[config.mk]
export PLATFORM = sky130hd
export DESIGN_NAME = apb4_archinfo_ext_flat
export DESIGN_NICKNAME = d
export VERILOG_FILES = /design/src/rtl/apb4_archinfo_ext_pkg.sv /design/src/rtl/apb4_archinfo_ext_if.sv /design/src/rtl/apb4_archinfo_ext_uptime.sv /design/src/rtl/apb4_archinfo_ext.sv /design/src/flat_wrapper.sv
export SDC_FILE = /design/constraint.sdc
export NUM_CORES = 1
export LEC_CHECK = 0
export BUFFER_PORTS_ARGS = -buffer_cell sky130_fd_sc_hd__buf_4
export CORE_ASPECT_RATIO = 2
export CORE_MARGIN = 5
export CORE_UTILIZATION = 52
export DETAILED_ROUTE_END_ITERATION = 16
export GPL_TIMING_DRIVEN = 0
export PLACE_DENSITY = 0.77
export SYNTH_ARGS = -nofsm -noshare
export SYNTH_HDL_FRONTEND = slang
export SYNTH_SLANG_ARGS = --single-unit
[constraint.sdc]
create_clock -name hclk -period 7.9 [get_ports hclk]
set_input_delay 0.395 -clock hclk [delete_from_list [all_inputs] [get_ports hclk]]
set_output_delay 0.395 -clock hclk [all_outputs]
set_load 0.05 [all_outputs]
[src/rtl/apb4_archinfo_ext_pkg.sv]
// Shared definitions for the APB4 architecture-info slave: word offsets,
// CTRL bit positions, register-select encoding and the STAT word builder.
package apb4_archinfo_ext_pkg;

  localparam int NUM_ID_MAX = 8;
  localparam int IDX_W      = $clog2(NUM_ID_MAX);

  // Word offsets (byte address >> 2)
  localparam int CTRL_WORD    = 0;
  localparam int STAT_WORD    = 1;
  localparam int CNTL_WORD    = 2;
  localparam int CNTH_WORD    = 3;
  localparam int SCR_WORD     = 4;
  localparam int ID_BASE_WORD = 8;

  // CTRL bit indices
  localparam int CTRL_LOCK = 0;
  localparam int CTRL_EN   = 1;
  localparam int CTRL_CLR  = 2;

  typedef enum logic [2:0] {
    REG_CTRL,
    REG_STAT,
    REG_CNTL,
    REG_CNTH,
    REG_SCR,
    REG_ID,
    REG_NONE
  } reg_sel_e;

  // STAT layout: [31:16] PRESC, [7:4] NUM_ID, [0] locked
  function automatic logic [31:0] stat_word(input logic locked, input int num_id,
                                            input int presc);
    logic [31:0] w;
    w        = '0;
    w[31:16] = 16'(presc);
    w[7:4]   = 4'(num_id);
    w[0]     = locked;
    return w;
  endfunction

endpackage

[src/rtl/apb4_archinfo_ext_if.sv]
// APB4 peripheral bus bundle (no pstrb/pprot) with master and slave views.
interface apb4_archinfo_ext_if #(
  parameter int ADDR_W = 8
);
  logic [ADDR_W-1:0] paddr;
  logic              psel;
  logic              penable;
  logic              pwrite;
  logic [31:0]       pwdata;
  logic [31:0]       prdata;
  logic              pready;
  logic              pslverr;

  modport master (
    output paddr, psel, penable, pwrite, pwdata,
    input  prdata, pready, pslverr
  );

  modport slave (
    input  paddr, psel, penable, pwrite, pwdata,
    output prdata, pready, pslverr
  );
endinterface

[src/rtl/apb4_archinfo_ext_uptime.sv]
// Prescaled 64-bit uptime counter with a high-word shadow captured on
// low-word reads, so software sees a consistent low/high pair.
module apb4_archinfo_ext_uptime #(
  parameter int PRESC = 1
) (
  input  logic        hclk,
  input  logic        hrst,
  input  logic        en_i,
  input  logic        clr_i,
  input  logic        snap_i,
  output logic [31:0] cnt_lo_o,
  output logic [31:0] shadow_o
);

  logic [15:0] pre_q, pre_d;
  logic [63:0] cnt_q, cnt_d;
  logic [31:0] shadow_q, shadow_d;

  // Next state: clear beats increment; snapshot takes the pre-increment high word
  always_comb begin
    pre_d    = pre_q;
    cnt_d    = cnt_q;
    shadow_d = shadow_q;
    if (clr_i) begin
      pre_d = '0;
      cnt_d = '0;
    end else if (en_i) begin
      if (pre_q == 16'(PRESC - 1)) begin
        pre_d = '0;
        cnt_d = cnt_q + 64'd1;
      end else begin
        pre_d = pre_q + 16'd1;
      end
    end
    if (snap_i) begin
      shadow_d = cnt_q[63:32];
    end
  end

  // Counter state registers
  always_ff @(posedge hclk or posedge hrst) begin
    if (hrst) begin
      pre_q    <= '0;
      cnt_q    <= '0;
      shadow_q <= '0;
    end else begin
      pre_q    <= pre_d;
      cnt_q    <= cnt_d;
      shadow_q <= shadow_d;
    end
  end

  assign cnt_lo_o = cnt_q[31:0];
  assign shadow_o = shadow_q;

endmodule

[src/rtl/apb4_archinfo_ext.sv]
// APB4 architecture-info slave: ID words with sticky write-lock, control,
// status, scratch and a prescaled uptime counter. Zero wait states.
module apb4_archinfo_ext
  import apb4_archinfo_ext_pkg::*;
#(
  parameter int                   NUM_ID = 4,
  parameter logic [NUM_ID*32-1:0] ID_RST = {NUM_ID{32'hFFFF_FFFF}},
  parameter int                   PRESC  = 1,
  parameter int                   ADDR_W = 8
) (
  input  logic                 hclk,
  input  logic                 hrst,
  apb4_archinfo_ext_if.slave   bus,
  output logic [NUM_ID*32-1:0] id_o,
  output logic                 locked_o
);

  reg_sel_e             sel;
  logic [IDX_W-1:0]     id_idx;
  int                   widx;
  logic                 access, err, wr_ok, snap, clr;
  logic [31:0]          rdata, cnt_lo, shadow;
  logic                 lock_q, lock_d;
  logic                 en_q, en_d;
  logic [31:0]          scr_q, scr_d;
  logic [NUM_ID*32-1:0] id_q, id_d;
  logic                 unused_paddr;

  assign unused_paddr = ^bus.paddr[1:0];
  assign access       = bus.psel & bus.penable;

  // Address decode to a register select (byte lane bits ignored)
  always_comb begin
    widx   = int'(bus.paddr[ADDR_W-1:2]);
    sel    = REG_NONE;
    id_idx = '0;
    if (widx == CTRL_WORD)      sel = REG_CTRL;
    else if (widx == STAT_WORD) sel = REG_STAT;
    else if (widx == CNTL_WORD) sel = REG_CNTL;
    else if (widx == CNTH_WORD) sel = REG_CNTH;
    else if (widx == SCR_WORD)  sel = REG_SCR;
    else if (widx >= ID_BASE_WORD && widx < ID_BASE_WORD + NUM_ID) begin
      sel    = REG_ID;
      id_idx = IDX_W'(widx - ID_BASE_WORD);
    end
  end

  // Error response: writes to read-only words, locked ID writes, unmapped words
  always_comb begin
    err = 1'b0;
    if (access) begin
      case (sel)
        REG_STAT, REG_CNTL, REG_CNTH: err = bus.pwrite;
        REG_ID:                       err = bus.pwrite & lock_q;
        REG_NONE:                     err = 1'b1;
        default:                      err = 1'b0;
      endcase
    end
  end

  assign wr_ok = access & bus.pwrite & ~err;
  assign snap  = access & ~bus.pwrite & (sel == REG_CNTL);
  assign clr   = wr_ok & (sel == REG_CTRL) & bus.pwdata[CTRL_CLR];

  // Register next state; an erroring access leaves everything untouched
  always_comb begin
    lock_d = lock_q;
    en_d   = en_q;
    scr_d  = scr_q;
    id_d   = id_q;
    if (wr_ok) begin
      if (sel == REG_CTRL) begin
        lock_d = lock_q | bus.pwdata[CTRL_LOCK];
        en_d   = bus.pwdata[CTRL_EN];
      end
      if (sel == REG_SCR) begin
        scr_d = bus.pwdata;
      end
      for (int i = 0; i < NUM_ID; i++) begin
        if (sel == REG_ID && id_idx == IDX_W'(i)) begin
          id_d[32*i +: 32] = bus.pwdata;
        end
      end
    end
  end

  // Control, scratch and ID registers
  always_ff @(posedge hclk or posedge hrst) begin
    if (hrst) begin
      lock_q <= 1'b0;
      en_q   <= 1'b1;
      scr_q  <= '0;
      id_q   <= ID_RST;
    end else begin
      lock_q <= lock_d;
      en_q   <= en_d;
      scr_q  <= scr_d;
      id_q   <= id_d;
    end
  end

  apb4_archinfo_ext_uptime #(
    .PRESC (PRESC)
  ) u_up (
    .hclk     (hclk),
    .hrst     (hrst),
    .en_i     (en_q),
    .clr_i    (clr),
    .snap_i   (snap),
    .cnt_lo_o (cnt_lo),
    .shadow_o (shadow)
  );

  // Combinational read mux; errors return zero
  always_comb begin
    rdata = '0;
    if (!err) begin
      case (sel)
        REG_CTRL: rdata = {29'd0, 1'b0, en_q, lock_q};
        REG_STAT: rdata = stat_word(lock_q, NUM_ID, PRESC);
        REG_CNTL: rdata = cnt_lo;
        REG_CNTH: rdata = shadow;
        REG_SCR:  rdata = scr_q;
        REG_ID: begin
          for (int i = 0; i < NUM_ID; i++) begin
            if (id_idx == IDX_W'(i)) rdata = id_q[32*i +: 32];
          end
        end
        default:  rdata = '0;
      endcase
    end
  end

  assign bus.prdata  = rdata;
  assign bus.pready  = 1'b1;
  assign bus.pslverr = err;
  assign id_o        = id_q;
  assign locked_o    = lock_q;

endmodule

[src/flat_wrapper.sv]
// flat-port wrapper written by rule: the top's interface ports become plain ports
module apb4_archinfo_ext_flat import apb4_archinfo_ext_pkg::*;
#(
  parameter int                   NUM_ID = 4,
  parameter logic [NUM_ID*32-1:0] ID_RST = {NUM_ID{32'hFFFF_FFFF}},
  parameter int                   PRESC  = 1,
  parameter int                   ADDR_W = 8
)
  (hclk, hrst, id_o, locked_o, bus_paddr, bus_psel, bus_penable, bus_pwrite, bus_pwdata, bus_prdata, bus_pready, bus_pslverr);
  apb4_archinfo_ext_if #(.ADDR_W(ADDR_W)) bus_i ();
  input  logic hclk;
  input  logic hrst;
  output logic [NUM_ID*32-1:0] id_o;
  output logic locked_o;
  input wire logic [$bits(bus_i.paddr)-1:0] bus_paddr;
  input wire logic [$bits(bus_i.psel)-1:0] bus_psel;
  input wire logic [$bits(bus_i.penable)-1:0] bus_penable;
  input wire logic [$bits(bus_i.pwrite)-1:0] bus_pwrite;
  input wire logic [$bits(bus_i.pwdata)-1:0] bus_pwdata;
  output wire logic [$bits(bus_i.prdata)-1:0] bus_prdata;
  output wire logic [$bits(bus_i.pready)-1:0] bus_pready;
  output wire logic [$bits(bus_i.pslverr)-1:0] bus_pslverr;
  assign bus_i.paddr = bus_paddr;
  assign bus_i.psel = bus_psel;
  assign bus_i.penable = bus_penable;
  assign bus_i.pwrite = bus_pwrite;
  assign bus_i.pwdata = bus_pwdata;
  assign bus_prdata = bus_i.prdata;
  assign bus_pready = bus_i.pready;
  assign bus_pslverr = bus_i.pslverr;
  apb4_archinfo_ext #(.NUM_ID(NUM_ID), .ID_RST(ID_RST), .PRESC(PRESC), .ADDR_W(ADDR_W)) u_core (.hclk(hclk), .hrst(hrst), .bus(bus_i), .id_o(id_o), .locked_o(locked_o));
endmodule
==> results.json <==
{
  "critPathCaptureType": "output pin",
  "reg2reg_depth": 6,
  "cts_tree": "yes",
  "skew_ns": 0.0125,
  "setup_viol": 0,
  "grt_pass1_vias": 11949,
  "maxSlewViolCount": 0,
  "grt_use_total": 0.293,
  "status": "finished, final reports clean",
  "nNetsFinal": 1497,
  "synth_ff_type": "dfrtp_1",
  "grt_max_degree": 140,
  "hold_violations": 0,
  "path_class": "in -> out",
  "drt_iter0_markers": 957,
  "synth_seq_cells": 274,
  "dp_hpwl_um": 34200,
  "maxCapViolations": 0,
  "min_from": "bus_pwdata[21]",
  "r2r_slack_ns": 4.32,
  "rows": 84,
  "yosysWarnings": 0,
  "required_ns": 7.51,
  "cts_max_path_buffers": 3,
  "io_pins": 208,
  "core_area_um2": 26200,
  "drive_gt1_frac": 0.413,
  "ys_seq_area_frac": 0.512,
  "grt_antenna_before_repair": 1,
  "r2r-start": "u_core.u_up.cnt_q[12]$_DFFE_PP0P_",
  "syn_nets": 1265,
  "cts.htree.levels": 1,
  "min_path_cells": 2,
  "cp.arrival_ns": 3.67,
  "synth_edf_count": 0,
  "fin_crit_ns": 4.07,
  "synthesis.area_um2": 13700,
  "hold_end": "u_core.scr_q[21]$_DFFE_PP0P_",
  "synth_area_per_cell_um2": 11.3,
  "die_w_um": 125,
  "root_buffer": "clkbuf_16",
  "rsz0062_at_grt": "false",
  "worstHoldPathType": "in -> reg",
  "crit_path_start_kind": "primary input",
  "placedInstanceArea_um2": 15700,
  "initial_utilization": 0.524,
  "gr-total-overflow": 0,
  "vias": 11558,
  "die_height_um": 240,
  "design_area_um2": 16600,
  "seqCellArea_um2": 7020,
  "antenna_left": 0,
  "drt-wirelength-per-cell_um": 24.8,
  "finalCritPeriodShare": 0.515,
  "max_freq_mhz": 246,
  "rr_endpoint": "u_core.u_up.cnt_q[31]$_DFFE_PP0P_",
  "critPathMaxFanout": 10,
  "p_leak_nw": 7.01,
  "drc": 0,
  "relSlewSlack": 0.0761,
  "cts_made_buffers": 25,
  "routabilityCongestion": 0.965,
  "routed_wl_um": 44900,
  "grt_pass1_wl_um": 68900,
  "synth_cells": 1217,
  "multi_input_area_um2": 6320,
  "ys_types": 60,
  "async_reset_ff_frac": 1.00,
  "area_growth_pct": 20.9,
  "numClockSinks": 274,
  "p_per_area_nw_per_um2": 176,
  "peakVddDrop_uv": 143,
  "first_pass_iters": 5,
  "io_buffers": 202,
  "clkTransAtPathRegs_ns": 0.07,
  "setup_tns_ns": 0,
  "fillCellCount": 2098,
  "tightest_slew_ns": 1.37,
  "cts_resized": 0,
  "dieArea_um2": 29900,
  "clk_latency_ns": 0.54,
  "via_per_inst": 6.38
}
synthesized netlist by cell type (all sizes together), types with 2 or more instances:
| master | instances | area [um^2] |
|---|---|---|
| o211ai | 35 | 263 |
| nand4 | 41 | 263 |
| nor2b | 31 | 194 |
| nand2 | 93 | 349 |
| nand2b | 2 | 12.5 |
| mux2i | 4 | 40.0 |
| and2 | 8 | 50.1 |
| mux4 | 5 | 113 |
| and4b | 2 | 20.0 |
| a222oi | 27 | 270 |
| nand3b | 3 | 22.5 |
| o2111ai | 4 | 35.0 |
| and3 | 10 | 62.6 |
| ha | 3 | 37.5 |
| nand3 | 33 | 165 |
| nor4 | 14 | 130 |
| o31ai | 17 | 128 |
| a21oi | 80 | 400 |
| or2 | 3 | 18.8 |
| xor2 | 22 | 193 |
| dfrtp | 145 | 3630 |
| o221ai | 27 | 236 |
| a21o | 2 | 15.0 |
| o21ai | 40 | 200 |
| and4 | 4 | 35.0 |
| a22oi | 8 | 65.1 |
| dfstp | 129 | 3390 |
| buf | 30 | 146 |
| xnor2 | 4 | 35.0 |
| clkbuf | 56 | 210 |
| or3 | 27 | 169 |
| or4 | 24 | 191 |
| nor3 | 15 | 75.1 |
| or3b | 3 | 26.3 |
| inv | 9 | 33.8 |
| mux2 | 193 | 2170 |
| a221oi | 3 | 26.3 |
| nor2 | 51 | 191 |
critical path, cell delays in order:
cell and delay (ns):
clkbuf_1 0.17, nor4b_2 0.91, nor2b_1 0.84, clkbuf_1 0.48
nor2b_1 0.11, o221ai_1 0.33, a21oi_1 0.18, buf_4 0.24
cells by family after synthesis:
| logic type | count (synthesis) | synth area share |
|---|---|---|
| DFF | 274 | 0.512 |
| and+or+nand+nor | 369 | 0.148 |
| xor gates and xnor gates | 26 | 0.0166 |
| buffers and inverters | 95 | 0.0285 |
| other | 1 | 0.000273 |
| adders and majority gates | 3 | 0.00274 |
| AOI/OAI and AO/OA | 247 | 0.123 |
| muxes | 202 | 0.170 |
where the power goes:
part / switching (mW) / internal [mW]
combinational: 0.133 / 0.0665
sequential: 0.0333 / 1.43
clock: 0.556 / 0.698
total: 0.722 / 2.20
timing repair:
item | CTS | global route
hold endpoints to repair | 4 | 0
setup buffers | 0 | 0
hold buffers | 1 | 0
state kept, by name (all words and copies together), names as in the netlist:
register / cells
u_core.en_q: 1
u_core.id_o: 128
u_core.locked_o: 1
u_core.scr_q: 32
u_core.u_up.cnt_q: 64
u_core.u_up.pre_q: 16
u_core.u_up.shadow_o: 32
area by class of cell:
| class | instances | share of cell area |
|---|---|---|
| inverters | 9 | 0.00249 |
| well taps | 344 | 0.0260 |
| repair buffers | 205 | 0.0954 |
| diodes | 1 | 0.000151 |
| flip-flops and latches | 274 | 0.423 |
| clock inverters | 11 | 0.00558 |
| multi-input cells | 848 | 0.381 |
| clock buffers | 34 | 0.0448 |
| plain buffers | 86 | 0.0215 |
layout by cell type (no fill, tap or decap), drive strengths merged, types with 10 or more instances in the layout:
| master | instances |
|---|---|
| xor2 | 22 |
| nor4 | 14 |
| or3 | 27 |
| o211ai | 35 |
| or4 | 24 |
| dfrtp | 145 |
| nand4 | 41 |
| nand3 | 33 |
| o31ai | 17 |
| nor3 | 15 |
| o221ai | 27 |
| and3 | 10 |
| clkbuf | 90 |
| buf | 234 |
| nand2 | 93 |
| inv | 11 |
| nor2 | 51 |
| dfstp | 129 |
| a21oi | 80 |
| o21ai | 40 |
| a222oi | 27 |
| mux2 | 193 |
| nor2b | 31 |
routing by layer:
layer | GRT usage | up-vias | share of wire
li1 | - | 5063 | -
met1 | 0.306 | 5848 | 0.34
met4 | 0.182 | 0 | 0.068
met2 | 0.547 | 497 | 0.54
met3 | 0.0413 | 150 | 0.051
met5 | 0 | - | 0
through the flow:
step	worst slack [ns]	std cells	power, mW	hold WS, ns	utilization
2_1_floorplan	0.166	1217	1.60	0.475	-
3_3_place_gp	-2.73	1763	1.68	0.485	0.599
3_5_place_dp	3.90	1765	1.69	0.296	0.601
4_1_cts	3.90	1811	2.93	0.110	0.634
5_1_grt	3.69	1812	3.01	0.124	0.634
6_report	3.83	1812	2.92	0.124	0.634
worst max path at each step:
stage | startpoint | to | slack, ns | cells after the start
detailed placement | bus_paddr[7] | bus_prdata[29] | 3.90 | 8
CTS | bus_paddr[7] | bus_prdata[29] | 3.90 | 8
finish | bus_paddr[7] | bus_prdata[18] | 3.83 | 8
floorplan | hrst | u_core.locked_o$_DFFE_PP0P_ | 0.17 | 1
global placement | hrst | u_core.scr_q[26]$_DFFE_PP0P_ | -2.73 | 2
global route | bus_paddr[7] | bus_prdata[18] | 3.69 | 8
(Power assumes the default switching activity.)
